## src/rtl/wb_dest_pipe.sv

```systemverilog
// EX/MEM and MEM/WB pipeline registers with a req/ready/rvalid data-memory sequencer.
// Optional load-use hazard detection is enabled by defining LOAD_USE_DETECT_EN.
module wb_dest_pipe #(
  parameter int DW = 32,
  parameter int AW = 5
) (
  input  logic          clk,
  input  logic          rst,
  input  logic          ex_valid,
  input  logic          ex_reg_wr,
  input  logic [AW-1:0] ex_dst,
  input  logic          ex_mem_rd,
  input  logic          ex_mem_wr,
  input  logic [DW-1:0] ex_result,
  input  logic [DW-1:0] ex_store_data,
  input  logic [AW-1:0] id_rs,
  input  logic [AW-1:0] id_rt,
  output logic          dm_req,
  output logic          dm_we,
  output logic [DW-1:0] dm_addr,
  output logic [DW-1:0] dm_wdata,
  input  logic          dm_ready,
  input  logic          dm_rvalid,
  input  logic [DW-1:0] dm_rdata,
  output logic [AW-1:0] MEM_RegDstAddr,
  output logic          MEM_RegWr,
  output logic [DW-1:0] MEM_Data,
  output logic [AW-1:0] WB_RegDstAddr,
  output logic          WB_RegWr,
  output logic [DW-1:0] WB_Data,
  output logic          pipe_stall,
  output logic          load_use_stall
);

  typedef enum logic [1:0] {IDLE, REQ, RESP, DONE} state_t;

  state_t        state_q, state_d;
  logic          mem_valid_q, mem_valid_d;
  logic          mem_reg_wr_q, mem_reg_wr_d;
  logic          mem_rd_q, mem_rd_d;
  logic          mem_wr_q, mem_wr_d;
  logic [AW-1:0] mem_dst_q, mem_dst_d;
  logic [DW-1:0] mem_result_q, mem_result_d;
  logic [DW-1:0] mem_sdata_q, mem_sdata_d;
  logic [DW-1:0] load_data_q, load_data_d;
  logic          wb_reg_wr_q, wb_reg_wr_d;
  logic [AW-1:0] wb_dst_q, wb_dst_d;
  logic [DW-1:0] wb_data_q, wb_data_d;
  logic          dm_req_q, dm_req_d;
  logic          dm_we_q, dm_we_d;
  logic [DW-1:0] dm_addr_q, dm_addr_d;
  logic [DW-1:0] dm_wdata_q, dm_wdata_d;
  logic          stall;
  logic          mem_op_cap;

  always_comb begin
    stall        = (state_q == REQ) || (state_q == RESP);
    mem_valid_d  = mem_valid_q;
    mem_reg_wr_d = mem_reg_wr_q;
    mem_rd_d     = mem_rd_q;
    mem_wr_d     = mem_wr_q;
    mem_dst_d    = mem_dst_q;
    mem_result_d = mem_result_q;
    mem_sdata_d  = mem_sdata_q;
    if (!stall) begin
      mem_valid_d  = ex_valid;
      mem_reg_wr_d = ex_valid & ex_reg_wr;
      mem_rd_d     = ex_valid & ex_mem_rd;
      mem_wr_d     = ex_valid & ex_mem_wr;
      mem_dst_d    = ex_dst;
      mem_result_d = ex_result;
      mem_sdata_d  = ex_store_data;
    end
    mem_op_cap = !stall && ex_valid && (ex_mem_rd || ex_mem_wr);

    state_d     = state_q;
    load_data_d = load_data_q;
    unique case (state_q)
      IDLE: if (mem_op_cap) state_d = REQ;
      REQ:  if (dm_ready) state_d = mem_rd_q ? RESP : DONE;
      RESP: begin
        if (dm_rvalid) begin
          load_data_d = dm_rdata;
          state_d     = DONE;
        end
      end
      DONE: state_d = mem_op_cap ? REQ : IDLE;
      default: state_d = IDLE;
    endcase

    // Request outputs are registered, so they are computed from the next MEM contents.
    dm_req_d   = (state_d == REQ);
    dm_we_d    = dm_req_d ? mem_wr_d : 1'b0;
    dm_addr_d  = dm_req_d ? mem_result_d : '0;
    dm_wdata_d = dm_req_d ? mem_sdata_d : '0;

    wb_dst_d  = wb_dst_q;
    wb_data_d = wb_data_q;
    if (stall) begin
      wb_reg_wr_d = 1'b0;
    end else begin
      wb_reg_wr_d = mem_valid_q & mem_reg_wr_q & (mem_dst_q != '0);
      wb_dst_d    = mem_dst_q;
      wb_data_d   = mem_rd_q ? load_data_q : mem_result_q;
    end
  end

  always_ff @(posedge clk) begin
    if (rst) begin
      state_q      <= IDLE;
      mem_valid_q  <= 1'b0;
      mem_reg_wr_q <= 1'b0;
      mem_rd_q     <= 1'b0;
      mem_wr_q     <= 1'b0;
      mem_dst_q    <= '0;
      mem_result_q <= '0;
      mem_sdata_q  <= '0;
      load_data_q  <= '0;
      wb_reg_wr_q  <= 1'b0;
      wb_dst_q     <= '0;
      wb_data_q    <= '0;
      dm_req_q     <= 1'b0;
      dm_we_q      <= 1'b0;
      dm_addr_q    <= '0;
      dm_wdata_q   <= '0;
    end else begin
      state_q      <= state_d;
      mem_valid_q  <= mem_valid_d;
      mem_reg_wr_q <= mem_reg_wr_d;
      mem_rd_q     <= mem_rd_d;
      mem_wr_q     <= mem_wr_d;
      mem_dst_q    <= mem_dst_d;
      mem_result_q <= mem_result_d;
      mem_sdata_q  <= mem_sdata_d;
      load_data_q  <= load_data_d;
      wb_reg_wr_q  <= wb_reg_wr_d;
      wb_dst_q     <= wb_dst_d;
      wb_data_q    <= wb_data_d;
      dm_req_q     <= dm_req_d;
      dm_we_q      <= dm_we_d;
      dm_addr_q    <= dm_addr_d;
      dm_wdata_q   <= dm_wdata_d;
    end
  end

  assign dm_req         = dm_req_q;
  assign dm_we          = dm_we_q;
  assign dm_addr        = dm_addr_q;
  assign dm_wdata       = dm_wdata_q;
  assign MEM_RegDstAddr = mem_dst_q;
  assign MEM_RegWr      = mem_valid_q & mem_reg_wr_q;
  assign MEM_Data       = mem_result_q;
  assign WB_RegDstAddr  = wb_dst_q;
  assign WB_RegWr       = wb_reg_wr_q;
  assign WB_Data        = wb_data_q;
  assign pipe_stall     = stall;

`ifdef LOAD_USE_DETECT_EN
  assign load_use_stall = ex_valid & ex_mem_rd & ex_reg_wr & (ex_dst != '0) &
                          ((ex_dst == id_rs) | (ex_dst == id_rt));
`else
  logic unused_id_srcs;
  assign unused_id_srcs = ^{id_rs, id_rt};
  assign load_use_stall = 1'b0;
`endif

endmodule
```

## config.mk

```make
export PLATFORM = sky130hd
export DESIGN_NAME = wb_dest_pipe
export DESIGN_NICKNAME = d
export VERILOG_FILES = /design/src/rtl/wb_dest_pipe.sv
export SDC_FILE = /design/constraint.sdc
export NUM_CORES = 1
export LEC_CHECK = 0
export BUFFER_PORTS_ARGS = -buffer_cell sky130_fd_sc_hd__buf_4
export CAP_MARGIN = 25
export CORE_ASPECT_RATIO = 1.75
export CORE_UTILIZATION = 50
export CTS_CLUSTER_DIAMETER = 150
export CTS_CLUSTER_SIZE = 8
export DETAILED_ROUTE_END_ITERATION = 10
export GPL_TIMING_DRIVEN = 0
export PLACE_DENSITY = 0.8
export SYNTH_ARGS = -nofsm -noshare
export SYNTH_HDL_FRONTEND = slang
export SYNTH_SLANG_ARGS = --single-unit
export TNS_END_PERCENT = 10
```

## constraint.sdc

```tcl
create_clock -name clk -period 3.5 [get_ports clk]
set_input_delay 0.35 -clock clk [delete_from_list [all_inputs] [get_ports clk]]
set_output_delay 0.35 -clock clk [all_outputs]
set_load 0.02 [all_outputs]
```

## Word-level counts from Yosys, hierarchy flattened

Index checks and enable logic that the tools add are counted.

- Register bits: 211
- Logic and storage cells: 46

- Bitwise operators: 6
- Multiplexer cells: 10
- Equality and inequality tests: 4
- Reductions and logical operators: 10

Operators with widths:

| cell | count |
|---|---|
| $mux 32 | 3 |
| $pmux 2 s4 | 1 |
| $mux 2 | 3 |
| $and 1x1->1 | 5 |
| $reduce_bool 5->1 | 1 |
| $eq 2x1->1 const B | 2 |
| $eq 2x2->1 const B | 2 |
| $reduce_or 2->1 | 2 |
| $mux 1 | 3 |
| $logic_and 1x1->1 | 2 |
| $logic_not 2->1 | 1 |
| $logic_or 1x1->1 | 2 |
| $reduce_and 2->1 | 1 |
| $logic_not 1->1 | 1 |
| $not 1->1 | 1 |

## Longest topological paths before layout

Gate-level depths: netlist (run 1).

- Depth in word-level cells: 10
- Mapped depth: 8
- Depth with buffers taken out: 6

## Worst setup path after synthesis (run 1)

OpenSTA, ideal clock, no wires.

- Kind: flip-flop to flip-flop
- From: register state_q[0]
- To: register state_q[0]
- Stages on the path, launching flop included: 9
- Setup slack: 1.575 ns
- Clock period less this slack: 1.925 ns
- Setup time: 0.131 ns
- Buffers on the path: 2
- Required time: 3.369 ns
- Data arrival time: 1.794 ns
- Path through: dfxtp_1 inv_1 ha_1 nand2b_4 nor2_1 a221oi_2 buf_4 buf_4 nor3b_1

- Cells in the longest elaborated chain, start to end: 7

Ends and longest elaborated chain:

| item | line | source |
|---|---|---|
| start: declaration | 37 | `state_t state_q, state_d;` |
| start signal: assignment | 127 | `state_q <= state_d;` |
| $eq 2x1->1 or $eq 2x2->1 (tied branches) | 57 | `stall = (state_q == REQ) \|\| (state_q == RESP);` |
| $logic_or 1x1->1 (*) | 57 |  |
| via pipe_stall | 31 | `output logic pipe_stall,` |
| $logic_not 1->1 (*) | 74 | `mem_op_cap = !stall && ex_valid && (ex_mem_rd \|\| ex_mem_wr);` |
| $logic_and 1x1->1 (*) (2 in a row) | 74 |  |
| $mux 1 or $mux 2 (tied branches) | 87, 79 |  |
| $pmux 2 s4 (*) | 78 | `unique case (state_q)` |

Mark *: on every way through the listed nets, which the timed path passes. The rest lies on a longest branch.
A chain may end at the register's enable or synchronous reset.

## Final worst setup path (run 1)

- From: register state_q[0]
- To: register dm_wdata_q[31], in the netlist dm_wdata[31]

- Cells in the longest elaborated chain, start to end: 10

Ends and longest elaborated chain:

| item | line | source |
|---|---|---|
| $eq 2x1->1 or $eq 2x2->1 (tied branches) | 57, 78 |  |
| $logic_or 1x1->1 | 57 |  |
| $logic_not 1->1 | 74 |  |
| $logic_and 1x1->1 (2 in a row) | 74 |  |
| $mux 1 or $mux 2 (tied branches) | 87, 79 |  |
| $pmux 2 s4 | 78 |  |
| $eq 2x1->1 | 92 | `dm_req_d = (state_d == REQ);` |
| $not 1->1 (no source line) | n/a |  |
| $reduce_or 2->1 (no source line) | n/a |  |
| end signal: assignment | 142 | `dm_wdata_q <= dm_wdata_d;` |
| end: declaration | 52 | `logic [DW-1:0] dm_wdata_q, dm_wdata_d;` |

Several ways; a longest one is shown, not always the timed one.

==> run summary, run 1 <==
The run gives 6.209 mW as the cell-internal power. In this run the cell area of the synthesized design comes to 7518 um2. Yosys attributes the largest share of cell area to dfxtp_1 56%, mux2i_1 14%, nor2_1 7.1%. The global router's overall resource usage is 0.2751. In this run the critical register-to-register path is launched from state_q[0]$_SDFF_PP0_. The tools report the count of buffers added by post-CTS timing repair for setup as 0. The clock drives 211 sinks.

The tools report the combinational share of power as 0.426. The overall die area is 15550 um2. The via count normalized by instance count was 5.203.

The flow ran to the end, and the final reports show no timing, DRC or antenna violations. The type of the worst min-delay path was in -> reg. The core area is 14760 um2, and the total wirelength of the detailed-routed design is 22170 um. Across the run, the number of max-cap violations was 0. Total chip power: 10.08 mW. The first global-routing pass estimated 33190 um of wire.

The register clock-pin slew on the reported worst setup and hold paths is 0.05 ns, and the met3 layer usage reported by global route is 0.05509. The pin count of the biggest net entering global routing is 15, and the leakage power summed over all cells is 4.642 nW. The longest clock path from root to sink contains 3 buffers.

The first detailed-routing pass ran for 4 iterations. The clock arrives with 0.008645 ns of skew. Fraction of the cycle the final worst path needs: 0.6429. The switching fraction of total power works out to 0.3842.

For this run, the slowest stage of the critical path takes 0.40 ns. The first routing iteration left 181 violations. In this run the power density over the cells is 968.8 nW/um2. The startpoint identified for the worst hold timing path is ex_reg_wr. The share of Yosys cell area claimed by the top area cell type works out to 0.5618.

In this run the count of I/O pins placed on the die edge is 263. Global-route track usage on met2: 0.5232. The detailed-route wire length per cell was 17.31 um; the count of pins over their slew limit was 0.

Critical path startpoint category: a flip-flop. The time the final worst path needs with I/O delays and setup came out at 2.250 ns. The signal on the critical path passes through inv_1 -> ha_1 -> nand2b_4 -> o211ai_2 -> buf_2 -> buf_2 -> nand2_1 -> nor3_1. Dividing the synthesized area by the synthesized cell count gives 9.214 um2. The proportion of layout cells with a drive suffix above 1 is 0.2933.

Leaving out filler cells and counting taps, the final layout contains 1281. The initial standard-cell utilization of the core is 0.5092, and the relative contribution of sequential cells to total power is 0.329. The die is 164.2 um tall. The remaining routing DRC violations was 0; the worst path arrival time was 2.68 ns.

The final-report hold violation count was 0; the clock network power share was 0.245. The most critical setup path has its startpoint at state_q[0]$_SDFF_PP0_. Derived from the worst setup path, the maximum achievable clock frequency is 444.4 MHz. The most used flip-flop cell after synthesis is dfxtp_1. During placement, the flow inserted port buffers numbering 250. Setup violations remaining at the end of the flow were counted as 0.

In this design, the critical path's most frequently occurring cell is buf_2. The reported net switching power is 3.874 mW, and the die boundary width is 94.70 um. Once detail routing completed, the nets flagged for antenna violations numbered 0. The post-synthesis register bit count was 211; the post-detailed-placement half-perimeter wirelength was 16100 um. The relative slew slack is 0.5459. The CTS root buffer was clkbuf_16. The logs give 0.2688 for the met1 routing resource usage after global routing and 3.93 ns for the data required time of the worst path. Setup repair after global routing left no endpoint under its margin. The number of vias after detailed routing is 6665. At the pin with the least slew margin, the transition time is 0.6811 ns. For the number of clock buffers inserted by TritonCTS, the log shows 30.

The biggest area contributor in the post-synthesis netlist is dfxtp_1. The sequential fraction of the synthesis area came out at 0.5618. Type of destination of the critical path: a flip-flop. The net count after synthesis came out at 939. The synthesized design contains 0 enable-type register cells. The placer congestion estimate is 0.8667. The run gives 59 as the number of rows created at floorplan. After global routing the overflow that remains totals 0.

The layer flagged by global routing as most heavily used is met2. The logs give 0.7008 mV for the worst ir drop on vdd and 0 for the number of buffers inserted for hold repair after clock tree synthesis. In this run, placement finished with an instance count of 1249. For the utilization after layout, the log shows 0.7049. The setup path with the least slack is of type reg -> reg.

For the final routed database, the setup TNS stands at 0 ns. The multi-input combinational cell area was 2970 um2; the initial antenna violation count was 0. The register area is 4224 um2, and the post-synthesis async set-or-reset flop share is 0.

The total of fill cells in the finished design is 1182, and the via count of the first global-routing pass is 6729. Gates resized during post-CTS repair numbered 0. In this run the worst path has a maximum fanout of 10. Compared with the post-synthesis result, the final layout area differs by 38.43%.

TritonCTS built the clock tree. The repair_antennas step left the layout with diodes totalling 0. The final net count was 1221. On the critical path, the stage with the largest delay is an instance of dfxtp_1. Clock latency on the worst-skew pair, taken at its later pin, is 0.52 ns.

For this run, the number of Yosys warnings is 0. The logs give 1 for the number of H-tree levels and 816 for the instance count of the mapped netlist. In this run, distinct cell masters in the synthesized netlist total 27.
-- power groups by stage --
stage	logic, mW	registers [mW]	clock network [mW]
after CTS	4.32	3.31	2.50
after global placement	4.24	3.33	0
after floorplan	2.22	3.85	0
after global routing	4.64	3.36	2.60
final	4.30	3.31	2.47
after detailed placement	4.30	3.34	0
-- critical path, delay by kind of cell, from the launching register on --
kind | cells | cell delay [ns]
compound gates | 1 | 0.26
fa+ha+maj | 1 | 0.35
buf+inv | 3 | 0.75
flops | 1 | 0.40
simple gates | 3 | 0.41
-- cell usage in the layout, fill, tap and decap left out --
cell type   netlist  final
nand2_1         132    132
o22a_1            1      1
nor3_1           65     65
nor4b_1           2      2
nor3b_1           1      1
a22oi_1           2      2
nand2b_1          1      1
nor2_1          143    143
nand3b_1          1      1
mux2i_1         107    107
o211ai_2          1      1
or4_1             1      1
buf_1            10     10
clkbuf_1         19     19
a21oi_1          67     67
conb_1            1      1
and2_1            2      2
nor2b_1           2      2
o21ai_1           2      2
nand2b_4          1      1
dfxtp_1         211    211
a221oi_2          1      1
clkbuf_16         0     31
ha_1              4      4
inv_1             2      2
buf_4            11    261
nor2_2            1      1
clkinvlp_4        0      1
buf_2            25     25
-- synthesized netlist by cell type, types with 2 or more instances --
master and n:
buf_2 25, nor2b_1 2, a21oi_1 67, mux2i_1 107
inv_1 2, buf_4 11, dfxtp_1 211, and2_1 2
nand2_1 132, a22oi_1 2, ha_1 4, nor3_1 65
nor2_1 143, clkbuf_1 19, buf_1 10, o21ai_1 2
nor4b_1 2
-- stage by stage --
stage | setup slack, ns | area, um2 | hold WS [ns]
finish | 1.250 | 10410 | 0.06814
global route | 1.097 | 10410 | 0.06536
CTS | 1.233 | 10410 | 0.05168
detailed placement | 1.260 | 9624 | 0.4461
global placement | 1.270 | 9624 | 0.4415
floorplan | 1.575 | 7518 | 0.4360
-- state kept, by name (all words and copies together) (netlist names) --
name / cells
MEM_Data: 32
MEM_RegDstAddr: 5
WB_Data: 32
WB_RegDstAddr: 5
WB_RegWr: 1
dm_addr: 32
dm_req: 1
dm_wdata: 32
dm_we: 1
load_data_q: 32
mem_rd_q: 1
mem_reg_wr_q: 1
mem_sdata_q: 32
mem_valid_q: 1
mem_wr_q: 1
state_q: 2
-- layer usage --
| metal | wire [um] | vias up |
|---|---|---|
| li1 | - | 3232 |
| met1 | 7918 | 3115 |
| met2 | 11840 | 241 |
| met3 | 1240 | 77 |
| met4 | 1166 | 0 |
| met5 | 0 | - |
-- layout make-up --
cell class / count / share of cell area
plain buffers: 65 / 0.03042
well taps: 183 / 0.02200
multi-input cells: 538 / 0.2854
clock buffers: 31 / 0.07454
flip-flops and latches: 211 / 0.4059
repair buffers: 250 / 0.1803
inverters: 2 / 0.0007213
clock inverters: 1 / 0.0007213
-- kinds of logic (layout without fill, tap and decap cells) --
| group | after synthesis | count (layout) | synth area share |
|---|---|---|---|
| AOI/OAI and AO/OA | 74 | 74 | 0.05275 |
| adders and majority gates | 4 | 4 | 0.006657 |
| buffers and inverters | 67 | 349 | 0.04310 |
| DFF | 211 | 211 | 0.5618 |
| muxes | 107 | 107 | 0.1425 |
| other | 1 | 1 | 0.0004988 |
| and+or+nand+nor | 352 | 352 | 0.1927 |
-- path summary, 6_finish.rpt --
path,end,slack [ns],cells after the start
min,mem_reg_wr_q$_SDFFE_PP0N_,0.07,3
max reg2reg,dm_wdata[31]$_SDFF_PP0_,1.25,8
max,dm_wdata[31]$_SDFF_PP0_,1.25,8
min reg2reg,load_data_q[31]$_SDFFE_PP0P_,0.45,2
No activity file was read; power rests on OpenSTA's default activity.
==> run 2, diff against run 1 <==
CORE_UTILIZATION = 45   (was 50)
PLACE_DENSITY = 0.76   (was 0.8)
clock period = 1.95 ns   (was 3.5 ns; I/O delays follow)
==> run 2 against run 1 <==
Critical path depth did not move. Design area increased by 12%. Clock power grew 78%. Wire length rose by 12%. Non-clock buffer count up 108. Total power increased by 87%. Critical endpoint is now dm_wdata[4]$_SDFF_PP0_. Largest cell class unchanged. Largest power group unchanged.
==> run summary, run 2 (same netlist as run 1, synthesis figures left out) <==
The remaining antenna violation count is 0 (unchanged). Critical path startpoint category: a flip-flop. The maximum fanout count along the critical path is 10 (unchanged), and the fraction of the cycle the final worst path needs is 0.9713 (+0.3284).

The tools report the met2 wire length as 13260 um (+12%). The detailed-route wire length per cell came out at 17.34 um (+0.20%). Routed signal wires occupy layers up through met4.

The tools report the highest attainable clock frequency as 528.0 MHz (+19%). The pin count of the biggest net entering global routing is 16 (+1), and the global-route wire length before repair is 38520 um (+16%). The multi-input combinational cell area is 2995 um2 (+0.84%), and the count of pins over their slew limit is 0 (unchanged).

The run gives 62 (+5.1%) as the number of rows created at floorplan. The worst hold path belongs to the class in -> reg. The number of I/O port buffers works out to 250 (unchanged). In this run the critical register-to-register path is launched from state_q[0]$_SDFF_PP0_. The run gives 269 (+49%) as the DRC violation total after the first TritonRoute iteration. The tools report the number of clock buffers inserted by TritonCTS as 30 (unchanged). The start point of the worst hold path is rst. Non-filler instance count after layout: 1430 (+12%). The run gives 5.138 nW (+11%) as the leakage power summed over all cells. The clock sink count is 211 (unchanged).

Leaving out fill and tap cells, the most frequent cell in the layout is buf_4. TritonCTS built the clock tree. The logs give 7213 (+8.2%) for the number of vias after detailed routing and 0.4593 (-0.04990) for the initial standard-cell utilization of the core. The run gives 16140 um (+0.26%) as the post-detailed-placement half-perimeter wirelength. The final-report hold violation count was 0 (unchanged); the total wirelength of the detailed-routed design was 24800 um (+12%). The number of H-tree levels is 1 (unchanged). The length of the first detailed-routing pass in iterations was 4 (unchanged); the number of max-cap violations was 0 (unchanged). Total power density per cell area: 1621 nW/um2 (+67%). The via count normalized by instance count is 5.044 (-3.1%), and the final setup skew is 0.01612 ns (+0.007475 ns). The total negative slack for setup checks was 0 ns (unchanged); the final net count was 1329 (+8.8%). The proportion of layout cells with a drive suffix above 1 came out at 0.2811 (-0.01217). The hold slack is 0.04180 ns (-0.02634 ns).

The run gives 0 (unchanged) as the total grt overflow. The via count of the first global-routing pass is 7565 (+12%). For the placer congestion estimate, the log shows 0.8548 (-1.4%).

The tree is rooted in a clkbuf_16. The tools report the type of destination of the critical path as a flip-flop. The register clock-pin slew on the reported worst setup and hold paths is 0.05 ns (about the same), and the worst-skew pair later-pin latency is 0.53 ns (about the same). The time the final worst path needs with I/O delays and setup was 1.894 ns (-0.3562 ns); the sum of routed wire segments on met1 was 8917 um (+13%). Utilization after layout: 0.7117 (+0.006826). The number of cells after detailed placement is 1290 (+3.3%). The most critical setup path has its startpoint at state_q[0]$_SDFF_PP0_. The area added between synthesis and finish was 54.95%. For the cell area after layout, the log shows 11650 um2 (+12%). The initial antenna violation count was 0 (unchanged). Setup repair after global routing could not meet its margin everywhere.

The tools report the routed wire length on met3 as 1246 um (+0.48%). The remaining routing DRC violations was 0 (unchanged); the register area was 4232 um2 (+0.18%). The data required time of the worst path is 2.36 ns (-1.57 ns).

The cell area after placement was 9676 um2 (+0.53%). The die boundary width is 99.71 um (+5.3%). The flow ran to the end, and the final reports show no timing, DRC or antenna violations.

The die boundary height works out to 173.0 um (+5.3%). The library cells used most frequently in the layout, excluding fill and tap cells, are 270 x buf_4, 209 x dfxtp_1, 143 x nor2_1. Relative slew slack: 0.5186 (-0.02738).

The core area is 16370 um2 (+11%). By startpoint and endpoint, the worst setup path is classified as reg -> reg. The setup violation total in the final timing report came out at 0 (unchanged). The run gives 263 (unchanged) as the top-level port count. Global router's overall resource usage: 0.2838 (+0.008621).

The worst path arrival time was 2.31 ns (-0.37 ns); the slew at the pin with the worst max-slew slack was 0.7222 ns (+0.04107 ns). The maximum root-to-sink buffer count is 3 (unchanged). The tools report the worst ir drop on vdd as 1.037 mV (+48%). For the overall die area, the log shows 17250 um2 (+11%). The total inserted antenna cells is 0 (unchanged), and the total of fill cells in the finished design is 1153 (-2.5%).
==> run 2: layout make-up <==
type,instances,area share
flip-flops and latches,211,0.3632
multi-input cells,538,0.2571
repair buffers,358,0.2532
clock buffers,30,0.06444
plain buffers,65,0.03501
well taps,224,0.02406
clock inverters,2,0.002041
inverters,2,0.0008592
==> run 2: power by group <==
| group | switching, mW | total (mW) | internal [mW] | leakage (nW) |
|---|---|---|---|---|
| sequential | 0.557 | 5.98 | 5.42 | 1.73 |
| clock | 1.71 | 4.39 | 2.68 | 0.377 |
| combinational | 5.02 | 8.52 | 3.50 | 3.03 |
| total | 7.28 | 18.9 | 11.6 | 5.14 |
==> run 2: metal layers <==
layer | vias up | GRT usage
met5 | - | 0
met3 | 93 | 0.05174
met4 | 0 | 0.1624
li1 | 3452 | -
met1 | 3390 | 0.2870
met2 | 278 | 0.5296
==> run 2: repair_timing <==
item / 4_1_cts / 5_1_grt
hold buffers: 105 / 0
resized for setup: 26 / 24
pin swaps: 1 / 3
buffers inserted: 3 / 0
endpoints found under the hold margin: 105 / 0
setup endpoints to repair: 116 / 130
==> run 2: worst paths after layout <==
| kind | endpoint | slack (ns) | depth (start not counted) |
|---|---|---|---|
| worst min register to register | load_data_q[9]$_SDFFE_PP0P_ | 0.45 | 2 |
| worst max-delay path | dm_wdata[4]$_SDFF_PP0_ | 0.06 | 8 |
| worst max register to register | dm_wdata[4]$_SDFF_PP0_ | 0.06 | 8 |
| worst min-delay path | mem_wr_q$_SDFF_PP0_ | 0.04 | 2 |
==> run 2: stage by stage <==
step	setup slack [ns]	power, mW
2_1_floorplan	0.02511	10.88
3_3_place_gp	-0.2768	13.64
3_5_place_dp	-0.3026	13.74
4_1_cts	0.0009508	18.67
5_1_grt	0.0005120	19.84
6_report	0.05592	18.89
==> run 2: worst max-delay path: stages (launching register included) <==
cell     delay (ns)
dfxtp_4        0.38
inv_4          0.06
ha_4           0.29
buf_4          0.19
buf_4          0.26
mux2i_1        0.35
nor2_1         0.11
nand2_1        0.09
nor3_1         0.04
==> run 3, diff against run 2 <==
CORE_UTILIZATION = 50   (was 45)
PLACE_DENSITY = 0.8   (was 0.76)
clock period = 2.16 ns   (was 1.95 ns; I/O delays follow)
==> run 3 against run 2 <==
Flip-flop and latch count unchanged. Total power down 9.5%. Critical path depth unchanged. Clock power down 7.5%. Non-clock buffer count down 11. Critical path type unchanged. Global-route usage up 3.8 points. First-iteration DRC count down 11%. Cell count down 3.6%. Critical endpoint is now dm_wdata[14]$_SDFF_PP0_. Sequential power down 9.5%. Via count up 1.9%.
==> run summary, run 3 (same netlist as run 1, synthesis figures left out) <==
The flow ran to the end, and the final reports show no timing, DRC or antenna violations. Walking the worst path, the cells encountered are inv_1 -> ha_4 -> nand2b_4 -> nor2_1 -> a221oi_2 -> buf_4 -> clkbuf_4 -> nor3_1. Setup repair after global routing could not meet its margin everywhere. The proportion of layout cells with a drive suffix above 1 was 0.2778 (-0.003270); the maximum root-to-sink buffer count was 3 (unchanged). The pin count of the biggest net entering global routing was 15 (-1). The type of the worst min-delay path was in -> reg. For the utilization after layout, the log shows 0.7758 (+0.06411). For this design, the slowest cell found on the critical path is a221oi_2.

The critical path class is reg -> reg. The combined buffer and inverter count along the critical path was 3 (unchanged); the relative slew slack was 0.5418 (+0.02328). The clock sink count was 211 (unchanged); the length of the first detailed-routing pass in iterations was 5 (+1).

The final setup skew came out at 0.01295 ns (-0.003166 ns). The number of I/O port buffers came out at 250 (unchanged). The delay of the slowest cell on the worst path was 0.43 ns (+0.05 ns); the data required time of the worst path was 2.54 ns (+0.18 ns). For the non-filler instance count after layout, the log shows 1378 (-3.6%). For the hold slack, the log shows 0.009196 ns (-0.03260 ns). The initial standard-cell utilization of the core is 0.5092 (+0.04990), and the number of max-cap violations is 0 (unchanged). In the layout the commonest cells are 268 x buf_4, 210 x dfxtp_1, 143 x nor2_1. The run gives 5.075 nW (-1.2%) as the leakage power summed over all cells. The tools report the type of destination of the critical path as a flip-flop. The run gives 0.3213 (+0.03755) as the global router's overall resource usage. The DRC violation total after the first TritonRoute iteration is 239 (-11%). The overall die area is 15550 um2 (-9.8%), and the cell area after placement is 9624 um2 (-0.53%). TritonCTS built the clock tree.

The final net count was 1318 (-0.83%). The logs give 0 (unchanged) for the remaining routing DRC violations and 30 (unchanged) for the number of clock buffers inserted by TritonCTS. The initial antenna violation count is 0 (unchanged).

The die boundary width came out at 94.70 um (-5.0%). Total wirelength of the detailed-routed design: 25780 um (+4.0%). The run gives 0.53 ns (about the same) as the worst-skew pair later-pin latency. The post-detailed-placement half-perimeter wirelength is 16100 um (-0.26%), and the core area is 14760 um2 (-9.8%).

The logs give 0 (unchanged) for the remaining antenna violation count and 954 (-17%) for the total of fill cells in the finished design. The run gives 473.3 MHz (-10%) as the highest attainable clock frequency. For the number of rows created at floorplan, the log shows 59 (-4.8%).

Compared with the post-synthesis result, the final layout area differs by 52.35%. The via count normalized by instance count came out at 5.334 (+5.7%). In this design, the largest share of critical-path delay is due to buffers and inverters. The slew at the pin with the worst max-slew slack works out to 0.6872 ns (-0.03492 ns). Count of pins over their slew limit: 0 (unchanged).

The number of vias after detailed routing is 7350 (+1.9%), and the via count of the first global-routing pass is 7723 (+2.1%). The die boundary height came out at 164.2 um (-5.1%). The time the final worst path needs with I/O delays and setup works out to 2.113 ns (+0.2189 ns).

The detailed-route wire length per cell was 18.71 um (+7.9%). The register clock-pin slew on the reported worst setup and hold paths works out to 0.05 ns (about the same). Fraction of the cycle the final worst path needs: 0.9782 (+0.006903). The number of cells after detailed placement is 1249 (-3.2%), and the total grt overflow is 0 (unchanged). The tools report the setup violation total in the final timing report as 0 (unchanged).

The CTS root buffer was clkbuf_16. For the worst path arrival time, the log shows 2.49 ns (+0.18 ns). The leading cell type in the layout, fill and taps excluded is buf_4.

The logs give 11450 um2 (-1.7%) for the cell area after layout and 0.8667 (+1.4%) for the placer congestion estimate. The final-report hold violation count is 0 (unchanged). The logs give 17.10 mW (-9.5%) for the total chip power and 0 (unchanged) for the total inserted antenna cells. The maximum fanout count along the critical path was 10 (unchanged); the number of H-tree levels was 1 (unchanged). STA classifies the critical path startpoint as a flip-flop. For the global-route wire length before repair, the log shows 38520 um (unchanged). The top-level port count is 263 (unchanged). The run gives 1.203 mV (+16%) as the worst ir drop on vdd.

The total power density per cell area was 1493 nW/um2 (-7.9%).
## run 3: path summary, 6_finish.rpt
check | start | endpoint | slack [ns] | depth (start not counted)
hold reg to reg | load_data_q[22]$_SDFFE_PP0P_ | load_data_q[22]$_SDFFE_PP0P_ | 0.45 | 2
setup / recovery | state_q[1]$_SDFF_PP0_ | dm_wdata[14]$_SDFF_PP0_ | 0.05 | 8
setup reg to reg | state_q[1]$_SDFF_PP0_ | dm_wdata[14]$_SDFF_PP0_ | 0.05 | 8
hold / removal | ex_result[28] | MEM_Data[28]$_SDFF_PP0_ | 0.009 | 3
## run 3: area by class of cell
| type | instances | area (um2) | share of cell area |
|---|---|---|---|
| plain buffers | 64 | 354.1 | 0.03091 |
| clock buffers | 31 | 775.7 | 0.06772 |
| clock inverters | 1 | 7.507 | 0.0006554 |
| inverters | 2 | 7.507 | 0.0006554 |
| multi-input cells | 538 | 2995 | 0.2615 |
| flip-flops and latches | 211 | 4225 | 0.3689 |
| well taps | 183 | 229.0 | 0.01999 |
| repair buffers | 348 | 2860 | 0.2497 |
## run 3: through the flow
step | worst slack [ns] | setup TNS [ns]
floorplan | 0.2351 | 0
global placement | -0.06961 | -0.6218
detailed placement | -0.08006 | -1.107
CTS | 0.02429 | 0
global route | -0.01053 | -0.01670
finish | 0.04703 | 0
## run 3: repair_timing
| item | CTS | global route |
|---|---|---|
| endpoints found under the setup margin | 63 | 94 |
| gates resized for setup | 8 | 17 |
| pin swaps | 1 | 1 |
| setup buffers | 2 | 2 |
| endpoints found under the hold margin | 94 | 0 |
| hold buffers | 94 | 0 |
## run 3: report_power, final
part / internal [mW] / total [mW] / leakage, nW / switching (mW)
combinational: 3.06 / 7.64 / 2.96 / 4.58
clock: 2.48 / 4.06 / 0.382 / 1.57
sequential: 4.89 / 5.41 / 1.73 / 0.521
total: 10.4 / 17.1 / 5.07 / 6.67
## run 3: worst min-delay path, delay by kind of cell
family	cells	cell delay (ns)
buffers and inverters	1	0.07
and+or+nand+nor	1	0.13
muxes	1	0.05
## run 3: metal layers
metal / global-route usage / wire length [um] / vias up
met1: 0.3124 / 8873 / 3491
met2: 0.6046 / 13910 / 316
met5: 0 / 0 / -
met4: 0.2066 / 1653 / 0
met3: 0.05417 / 1348 / 120
li1: - / - / 3423
